`src/rtl/recip_sched_pkg.sv`:
```
// Shared definitions for the reciprocal scheduler: flag bit positions,
// FSM encoding and floating-point format constants.
package recip_sched_pkg;

  localparam int NFLAGS      = 5;
  localparam int F_INEXACT   = 0;
  localparam int F_UNDERFLOW = 1;
  localparam int F_OVERFLOW  = 2;
  localparam int F_DIV_ZERO  = 3;
  localparam int F_INVALID   = 4;

  typedef enum logic [1:0] {
    S_IDLE = 2'd0,
    S_EXEC = 2'd1,
    S_RESP = 2'd2
  } state_t;

  localparam int SP_EXP_W = 8;
  localparam int SP_MAN_W = 23;
  localparam int HP_EXP_W = 5;
  localparam int HP_MAN_W = 10;

  function automatic int exp_w(input int fmt);
    return (fmt == 16) ? HP_EXP_W : SP_EXP_W;
  endfunction

  function automatic int man_w(input int fmt);
    return (fmt == 16) ? HP_MAN_W : SP_MAN_W;
  endfunction

endpackage

```
`src/rtl/recip_fp.sv`:
```
// Combinational IEEE reciprocal, round-to-nearest-even. Subnormal inputs are
// treated as zero and tiny results flush to signed zero, so the smallest
// normal input maps to a representable result and overflow cannot occur.
module recip_fp
  import recip_sched_pkg::*;
#(
  parameter int TYPE = 32
) (
  input  logic [TYPE-1:0]   in_bits,
  output logic [TYPE-1:0]   out_bits,
  output logic [NFLAGS-1:0] except_flags
);

  localparam int EW = exp_w(TYPE);
  localparam int MW = man_w(TYPE);
  localparam logic [EW+1:0] TWO_BIAS = (EW+2)'((1 << EW) - 2);

  logic          sign;
  logic [EW-1:0] exp_in;
  logic [MW-1:0] man_in;
  assign {sign, exp_in, man_in} = in_bits;

  logic [MW+1:0] den, rmd, quo;
  logic          round_up, inexact;
  logic [MW:0]   man_rnd;
  logic [EW+1:0] exp_res;

  // Restoring division of 2.0 by 1.m; the integer bit is always 1 and implied.
  always_comb begin
    den = {2'b01, man_in};
    rmd = {2'b10, {MW{1'b0}}} - den;
    quo = '0;
    for (int i = MW + 1; i >= 0; i--) begin
      rmd = rmd << 1;
      if (rmd >= den) begin
        quo[i] = 1'b1;
        rmd    = rmd - den;
      end
    end
    round_up = quo[1] & (quo[0] | (|rmd) | quo[2]);
    man_rnd  = {1'b0, quo[MW+1:2]} + (MW+1)'(round_up);
    inexact  = quo[1] | quo[0] | (|rmd);
    if (man_in == '0) begin
      // Power of two: exact, and 2/1.0 lands one exponent step higher.
      man_rnd = '0;
      inexact = 1'b0;
      exp_res = TWO_BIAS - {2'b00, exp_in};
    end else begin
      exp_res = TWO_BIAS - {2'b00, exp_in} - (EW+2)'(1) + (EW+2)'(man_rnd[MW]);
    end
  end

  // Special-case selection and result packing.
  always_comb begin
    out_bits     = '0;
    except_flags = '0;
    if (exp_in == '1) begin
      if (man_in != '0) begin
        out_bits                = {1'b0, {EW{1'b1}}, 1'b1, {(MW-1){1'b0}}};
        except_flags[F_INVALID] = 1'b1;
      end else begin
        out_bits = {sign, {(TYPE-1){1'b0}}};
      end
    end else if (exp_in == '0) begin
      out_bits                 = {sign, {EW{1'b1}}, {MW{1'b0}}};
      except_flags[F_DIV_ZERO] = 1'b1;
    end else if (exp_res[EW+1] || exp_res == '0) begin
      out_bits                  = {sign, {(TYPE-1){1'b0}}};
      except_flags[F_UNDERFLOW] = 1'b1;
      except_flags[F_INEXACT]   = 1'b1;
    end else begin
      out_bits                 = {sign, exp_res[EW-1:0], man_rnd[MW-1:0]};
      except_flags[F_INEXACT]  = inexact;
      except_flags[F_OVERFLOW] = 1'b0;
    end
  end

endmodule

```
`src/rtl/rr_arbiter.sv`:
```
// Round-robin pick: first active request strictly after 'last', with wrap.
module rr_arbiter #(
  parameter int N  = 4,
  parameter int IW = (N > 1) ? $clog2(N) : 1
) (
  input  logic [N-1:0]  req,
  input  logic [IW-1:0] last,
  output logic [IW-1:0] grant,
  output logic          grant_valid
);

  // Scan from farthest to nearest so the nearest active request wins.
  always_comb begin
    // NOTE: every output gets a default before any branch so no latch is inferred.
    grant       = '0;
    grant_valid = 1'b0;
    for (int k = N; k >= 1; k--) begin
      if (req[(int'(last) + k) % N]) begin
        grant       = IW'((int'(last) + k) % N);
        grant_valid = 1'b1;
      end
    end
  end

endmodule

```
`src/rtl/recip_sched.sv`:
```
// Round-robin scheduler sharing one multicycle reciprocal unit between
// N_REQ requesters, one operation in flight, with sticky exception flags.
module recip_sched
  import recip_sched_pkg::*;
#(
  parameter int TYPE        = 32,
  parameter int N_REQ       = 4,
  parameter int EXEC_CYCLES = 2
) (
  input  logic                    clk,
  input  logic                    rst_n,
  input  logic [N_REQ-1:0]        req_valid,
  output logic [N_REQ-1:0]        req_ready,
  input  logic [N_REQ*TYPE-1:0]   req_bits,
  output logic                    resp_valid,
  input  logic                    resp_ready,
  output logic [TYPE-1:0]         resp_bits,
  output logic [NFLAGS-1:0]       resp_flags,
  output logic [$clog2(N_REQ)-1:0] resp_id,
  output logic                    busy,
  output logic [NFLAGS-1:0]       sticky_flags,
  input  logic                    flags_clr
);

  localparam int IDW = $clog2(N_REQ);
  localparam int CW  = (EXEC_CYCLES > 1) ? $clog2(EXEC_CYCLES) : 1;

  state_t            state_q, state_d;
  logic [IDW-1:0]    last_grant, id_reg, grant;
  logic              grant_valid;
  logic [CW-1:0]     exec_cnt;
  logic [TYPE-1:0]   op_reg, fp_bits;
  logic [NFLAGS-1:0] fp_flags;
  logic              take, cap, hs;

  rr_arbiter #(.N(N_REQ), .IW(IDW)) u_arb (
    .req         (req_valid),
    .last        (last_grant),
    .grant       (grant),
    .grant_valid (grant_valid)
  );

  recip_fp #(.TYPE(TYPE)) u_fp (
    .in_bits      (op_reg),
    .out_bits     (fp_bits),
    .except_flags (fp_flags)
  );

  // FSM state register.
  always_ff @(posedge clk or negedge rst_n) begin
    // NOTE: sequential state uses non-blocking assignments so every flop samples pre-edge values.
    if (!rst_n) state_q <= S_IDLE;
    else        state_q <= state_d;
  end

  // Next state, grant strobe and the per-state control pulses.
  always_comb begin
    state_d   = state_q;
    req_ready = '0;
    take      = 1'b0;
    cap       = 1'b0;
    hs        = 1'b0;
    unique case (state_q)
      S_IDLE: begin
        // Gated by rst_n so no requester sees an accept while reset is held.
        if (grant_valid && rst_n) begin
          req_ready[grant] = 1'b1;
          take             = 1'b1;
          state_d          = S_EXEC;
        end
      end
      S_EXEC: begin
        if (exec_cnt == '0) begin
          cap     = 1'b1;
          state_d = S_RESP;
        end
      end
      S_RESP: begin
        if (resp_ready) begin
          hs      = 1'b1;
          state_d = S_IDLE;
        end
      end
      default: state_d = S_IDLE;
    endcase
  end

  // Operand capture, cycle budget countdown and result capture.
  always_ff @(posedge clk or negedge rst_n) begin
    if (!rst_n) begin
      last_grant <= IDW'(N_REQ - 1);
      exec_cnt   <= '0;
      op_reg     <= '0;
      id_reg     <= '0;
      resp_bits  <= '0;
      resp_flags <= '0;
    end else begin
      if (take) begin
        op_reg     <= req_bits[int'(grant)*TYPE +: TYPE];
        id_reg     <= grant;
        last_grant <= grant;
        exec_cnt   <= CW'(EXEC_CYCLES - 1);
      end else if (state_q == S_EXEC && exec_cnt != '0) begin
        exec_cnt <= exec_cnt - CW'(1);
      end
      if (cap) begin
        resp_bits  <= fp_bits;
        resp_flags <= fp_flags;
      end
    end
  end

  // Sticky flags: a clear coinciding with a handshake keeps the new flags.
  always_ff @(posedge clk or negedge rst_n) begin
    if (!rst_n)                sticky_flags <= '0;
    else if (hs && flags_clr)  sticky_flags <= resp_flags;
    else if (hs)               sticky_flags <= sticky_flags | resp_flags;
    else if (flags_clr)        sticky_flags <= '0;
  end

  assign resp_valid = (state_q == S_RESP);
  assign busy       = (state_q != S_IDLE);
  assign resp_id    = id_reg;

endmodule

```
`config.mk`:
```
export PLATFORM = sky130hd
export DESIGN_NAME = recip_sched
export DESIGN_NICKNAME = d
export VERILOG_FILES = /design/src/rtl/recip_sched_pkg.sv /design/src/rtl/recip_fp.sv /design/src/rtl/rr_arbiter.sv /design/src/rtl/recip_sched.sv
export SDC_FILE = /design/constraint.sdc
export NUM_CORES = 2
export LEC_CHECK = 0
export CELL_PAD_IN_SITES_DETAIL_PLACEMENT = 0
export CELL_PAD_IN_SITES_GLOBAL_PLACEMENT = 1
export CORE_MARGIN = 3
export CORE_UTILIZATION = 35
export DETAILED_ROUTE_END_ITERATION = 8
export PLACE_DENSITY = 0.64
export SLEW_MARGIN = 10
export SYNTH_ARGS = -nofsm -noshare
export SYNTH_HDL_FRONTEND = slang
export SYNTH_SLANG_ARGS = --single-unit
```
`constraint.sdc`:
```
create_clock -name clk -period 264.7 [get_ports clk]
set_input_delay 66.175 -clock clk [delete_from_list [all_inputs] [get_ports clk]]
set_output_delay 66.175 -clock clk [all_outputs]
set_load 0.005 [all_outputs]
```
Yosys cells after proc, flatten, opt, wreduce, memory -nomap -nowiden:

Cells that the tools add are included.

* add/sub/neg operators: 35
* multiply operators: 0
* divide/modulo/power cells: 0
* magnitude comparators: 31
* equality and inequality tests: 6
* shift operators: 1
* multiplexer cells: 103
* bitwise logic cells: 10
* reductions and logical operators: 19

Operator list (number)
* $ge A25 B24 Y1: 25
* $mux W24: 24
* $sub A24 B24 Y24: 24
* $shiftx A128 B8 Y32: 1
* $mux W32: 2
* $mux W31: 2
* $mux W1: 52
* $mux W25: 1
* $reduce_or A25 Y1: 1
* $sub A25 B24 Y25: 1
* $add A23 B1 Y24: 1
* $sub A1 B24 Y24 const A: 1
* $logic_not A23 Y1: 1
* $mux W23: 1
* $reduce_bool A23 Y1: 1
* $lt A3 B4 Y1 const B: 4
* $mux W2: 8
* $mux W5: 3
* $mux W4: 3
* $add A10 B1 Y10: 1
* $logic_not A10 Y1: 1
* $mux W10: 1
* $sub A10 B1 Y10 const B: 1
* $sub A8 B8 Y9 const A: 1
* other kinds (25): 44

* flip-flop bits (word level): 81
* bits in latches: 0
* bits in writable memories: 0
* memory bits (read-only): 0
* output and inout port bits: 50
* word-level logic and storage cells: 213
* memories kept: 0

Logic depth before layout (Yosys ltp):

* depth after elaboration: 63
* gate-level depth with buffers: 615
* mapped depth without buffers: 567

By module:

Synthesis repeated with hierarchy kept, for this count alone.

* cell total of the unflattened synthesis: 4816
* area total of the unflattened synthesis: 36173.4 µm²

By module, submodules not included
* recip_fp: times used 1, cells an instance 4576, area each 32150.8 µm²
* recip_sched: times used 1, cells an instance 226, area each 3931.3 µm²
* rr_arbiter: times used 1, cells an instance 14, area each 91.3 µm²

Least setup slack after synthesis:

No wires, ideal clock.

* path type: input port to output port
* from: in req_valid[0]
* to: out req_ready[0]
* arrival time: 67.477 ns
* path slack: 131.048 ns
* cell stages on the path: 5
* path buffers: 2
* path through: o41ai_1 -> or2_2 -> clkbuf_1 -> clkbuf_1 -> nor3_1

* word-level cells in the longest chain between the ends: 13
* elaborated cells on any way between the ends: 28
* classes of those cells: 2 x order compare; 24 x mux; 2 x reduce/logical

RTL lines
* start: declaration: RTL line recip_sched.sv:12 `input logic [N_REQ-1:0] req_valid,`
* $bmux W1 S2: RTL line rr_arbiter.sv:18 `if (req[(int'(last) + k) % N]) begin`
* $mux W1 (not written as such) (2 in series): RTL line rr_arbiter.sv:18
* $mux W2 (4 in series): RTL line rr_arbiter.sv:18
* $lt A2 B3 Y1 (not written as such) or $ge A2 B1 Y1 (tied branches): RTL line recip_sched.sv:67 `req_ready[grant] = 1'b1;`
* $logic_and A1 B1 Y1 (not written as such): RTL line recip_sched.sv:67
* $mux W1 (not written as such): RTL line recip_sched.sv:67
* $demux W1 S2: RTL line recip_sched.sv:67
* $mux W4 *: RTL line recip_sched.sv:66 `if (grant_valid && rst_n) begin`
* $mux W4 *: RTL line recip_sched.sv:63 `unique case (state_q)`
* end: declaration: RTL line recip_sched.sv:13 `output logic [N_REQ-1:0] req_ready,`

Mark *: on every way between the ends. The rest lies on a longest branch, timed or not. The select of a mux whose other input is x is not followed.

Worst setup path after layout:

* from: in req_valid[3]
* to: out req_ready[2]

Same word-level chain as after synthesis.

==> flow_summary.json <==
{
  "path_cells": "clkdlybuf4s50_1 > a31oi_1 > o21ai_0 > o21a_2 > buf_4 > nand2_1 > nor2_1 > clkdlybuf4s50_1",
  "syn_inst": 5249,
  "place_congestion": 0.889,
  "yosys_warnings": 0,
  "grt_pass1_vias": 37200,
  "wire_per_inst_um": 21.8,
  "synth_cell_types": 118,
  "start_util": 0.355,
  "drive_gt1_frac": 0.0829,
  "wl_um": 147000,
  "crit_top_cell": "clkdlybuf4s50_1",
  "multi_input_area_mm2": 0.0333,
  "netlist_top_cells_count": "nor2_1 (552), ha_1 (536), nand2_1 (534)",
  "finalMaxSlewViolations": 0,
  "dr_total_vias": 38900,
  "clk_latency_ns": 0.40,
  "yosys_register_bits": 79,
  "dp_hpwl_um": 118000,
  "grt_max_degree": 70,
  "cp.buffers_inverters": 3,
  "tightestPinTransition_ns": 1.09,
  "worst-path-max-fanout": 67,
  "antenna_found_initial": 6,
  "die_y_um": 331,
  "maxCapViolCount": 0,
  "status": "finished clean",
  "fin_crit_sh": 0.510,
  "crit_start": "req_valid[3]",
  "timing.critical_path.slowest_cell_delay_ns": 0.61,
  "arrival_ns": 68.72,
  "synthFlopType": "dfrtp_1",
  "nets": 6026,
  "yosysMostFrequentCell": "nor2_1",
  "vias_per_cell": 5.77,
  "antenna_left": 0,
  "cts.clk_slew.worst_paths_ns": 0.06,
  "rows": 118,
  "yosysTopAreaCellShare": 0.182,
  "ys_seq_area_frac": 0.0536,
  "post-synth-top-area-cell": "ha_1",
  "max_freq_mhz": 7.41,
  "cp.required_ns": 198.52,
  "hp-class": "flip-flop to flip-flop",
  "synth_area_leaders": "ha_1 (18%), mux2_2 (7.6%), xnor2_1 (6.1%)",
  "die_w_um": 331,
  "grt-ovfl-total": 0,
  "hold_viol": 0,
  "cts_tree": "yes",
  "crit_slowest_cell": "clkdlybuf4s50_1",
  "setup-violations-final": 0,
  "drcViolationCount": 0,
  "setup_tns_ns": 0,
  "grt_use_total": 0.262,
  "htreeDepth": 3,
  "crit_type": "input port to output pin",
  "rsz0062_at_grt": "no",
  "fillCellCount": 11100,
  "grt_pass1_wl_um": 223000,
  "synth_area_mm2": 0.0369,
  "synthToLayoutAreaGrowth_pct": 10.2,
  "cts-resized-gates": 0,
  "synth_edf_count": 0,
  "hp-start": "resp_bits[18]",
  "core_mm2": 0.104,
  "path_delay_family": "buffers and inverters",
  "die_area_mm2": 0.109,
  "cts_inserted_buffers": 9,
  "synth_area_per_cell_um2": 7.04,
  "cp-start-kind": "input port",
  "cts_setup_buffers": 0,
  "seqCellArea_mm2": 0.00198,
  "synth-async-reset-ratio": 1.00,
  "skew_ns": 0.0127,
  "first_iter_violations": 2885,
  "cts_hold_buf": 0,
  "cts_num_sinks": 79,
  "slew_headroom": 0.256,
  "root_buffer": "clkbuf_16",
  "ios": 186,
  "critPathCaptureType": "output pin",
  "reg2reg_from": "op_reg[0]",
  "finalCriticalPeriod_ns": 134.89,
  "cts_max_path_buffers": 2,
  "dr.pass1.iters": 5,
  "port_buffers": 183
}
==> layer usage <==
metal,vias to the layer above,global-route usage,wire (um)
met5,-,0,0
met4,0,0.0496,2910
met3,125,0.0171,5390
met2,819,0.456,69800
met1,18500,0.355,69000
li1,19500,-,-
==> layout by cell type, fill, tap and decap left out, types with 182 or more instances in the layout <==
| master | instances |
|---|---|
| o21ai_0 | 426 |
| a21oi_1 | 366 |
| nand2_1 | 534 |
| nor2_1 | 550 |
| mux2_2 | 250 |
| xnor2_1 | 256 |
| a21o_1 | 271 |
| inv_1 | 262 |
| ha_1 | 535 |
| clkdlybuf4s50_1 | 182 |
==> kinds of logic (layout without fill, tap and decap cells) <==
kind of cell    Yosys count  count (layout)  share of synthesized area
compound gates         1662            1662                      0.294
xor+xnor                415             415                     0.0984
fa+ha+maj               536             536                      0.182
buf+inv                 441             550                     0.0478
flops                    79              79                     0.0536
mux                     322             322                     0.0972
other cells               1               3                   0.000102
simple gates           1793            1793                      0.227
==> final cells by class <==
type | instances | share of cell area
Timing Repair Buffer | 253 | 0.0579
Inverter | 281 | 0.0259
Sequential cell | 79 | 0.0487
Multi-Input combinational cell | 4730 | 0.818
Clock buffer | 10 | 0.00563
Tap cell | 1380 | 0.0424
Clock inverter | 6 | 0.00114
Antenna cell | 1 | 0.0000615
==> worst reg2reg max path, delay by kind of cell, from the launching register on <==
| kind | cells | cell delay, ns |
|---|---|---|
| adders and majority gates | 26 | 8.67 |
| DFF | 1 | 0.41 |
| muxes | 23 | 9.08 |
| buffers and inverters | 26 | 6.67 |
| AOI/OAI and AO/OA | 366 | 76.79 |
| and+or+nand+nor | 111 | 23.64 |
| xor gates and xnor gates | 2 | 0.42 |
==> path summary, 6_finish.rpt <==
path                            cells past startpoint       endpoint  slack (ns)
worst min-delay path                                2  resp_bits[18]        0.48
max in group asynchronous                           2      op_reg[0]      197.66
worst max-delay path                                8   req_ready[2]      129.81
worst max register to register                    554   resp_bits[0]      138.89
worst min register to register                      2  resp_bits[18]        0.48
min in group asynchronous                           1     resp_id[1]       65.72
==> per-stage QoR <==
| stage | hold WS, ns | utilization | std cells | instance area [um2] | worst slack, ns |
|---|---|---|---|---|---|
| detailed placement | 0.473 | 0.388 | 6723 | 40400 | 129.82 |
| floorplan | 0.449 | - | 5250 | 36900 | 131.05 |
| finish | 0.476 | 0.391 | 6740 | 40700 | 129.81 |
| global route | 0.517 | 0.391 | 6740 | 40700 | 128.01 |
| global placement | 0.454 | 0.388 | 6723 | 40400 | 129.82 |
| CTS | 0.488 | 0.391 | 6739 | 40700 | 129.82 |
Power is left out: the tool's default activity adds up to more than one toggle a clock period on the data nets, which glitch-free logic cannot reach.
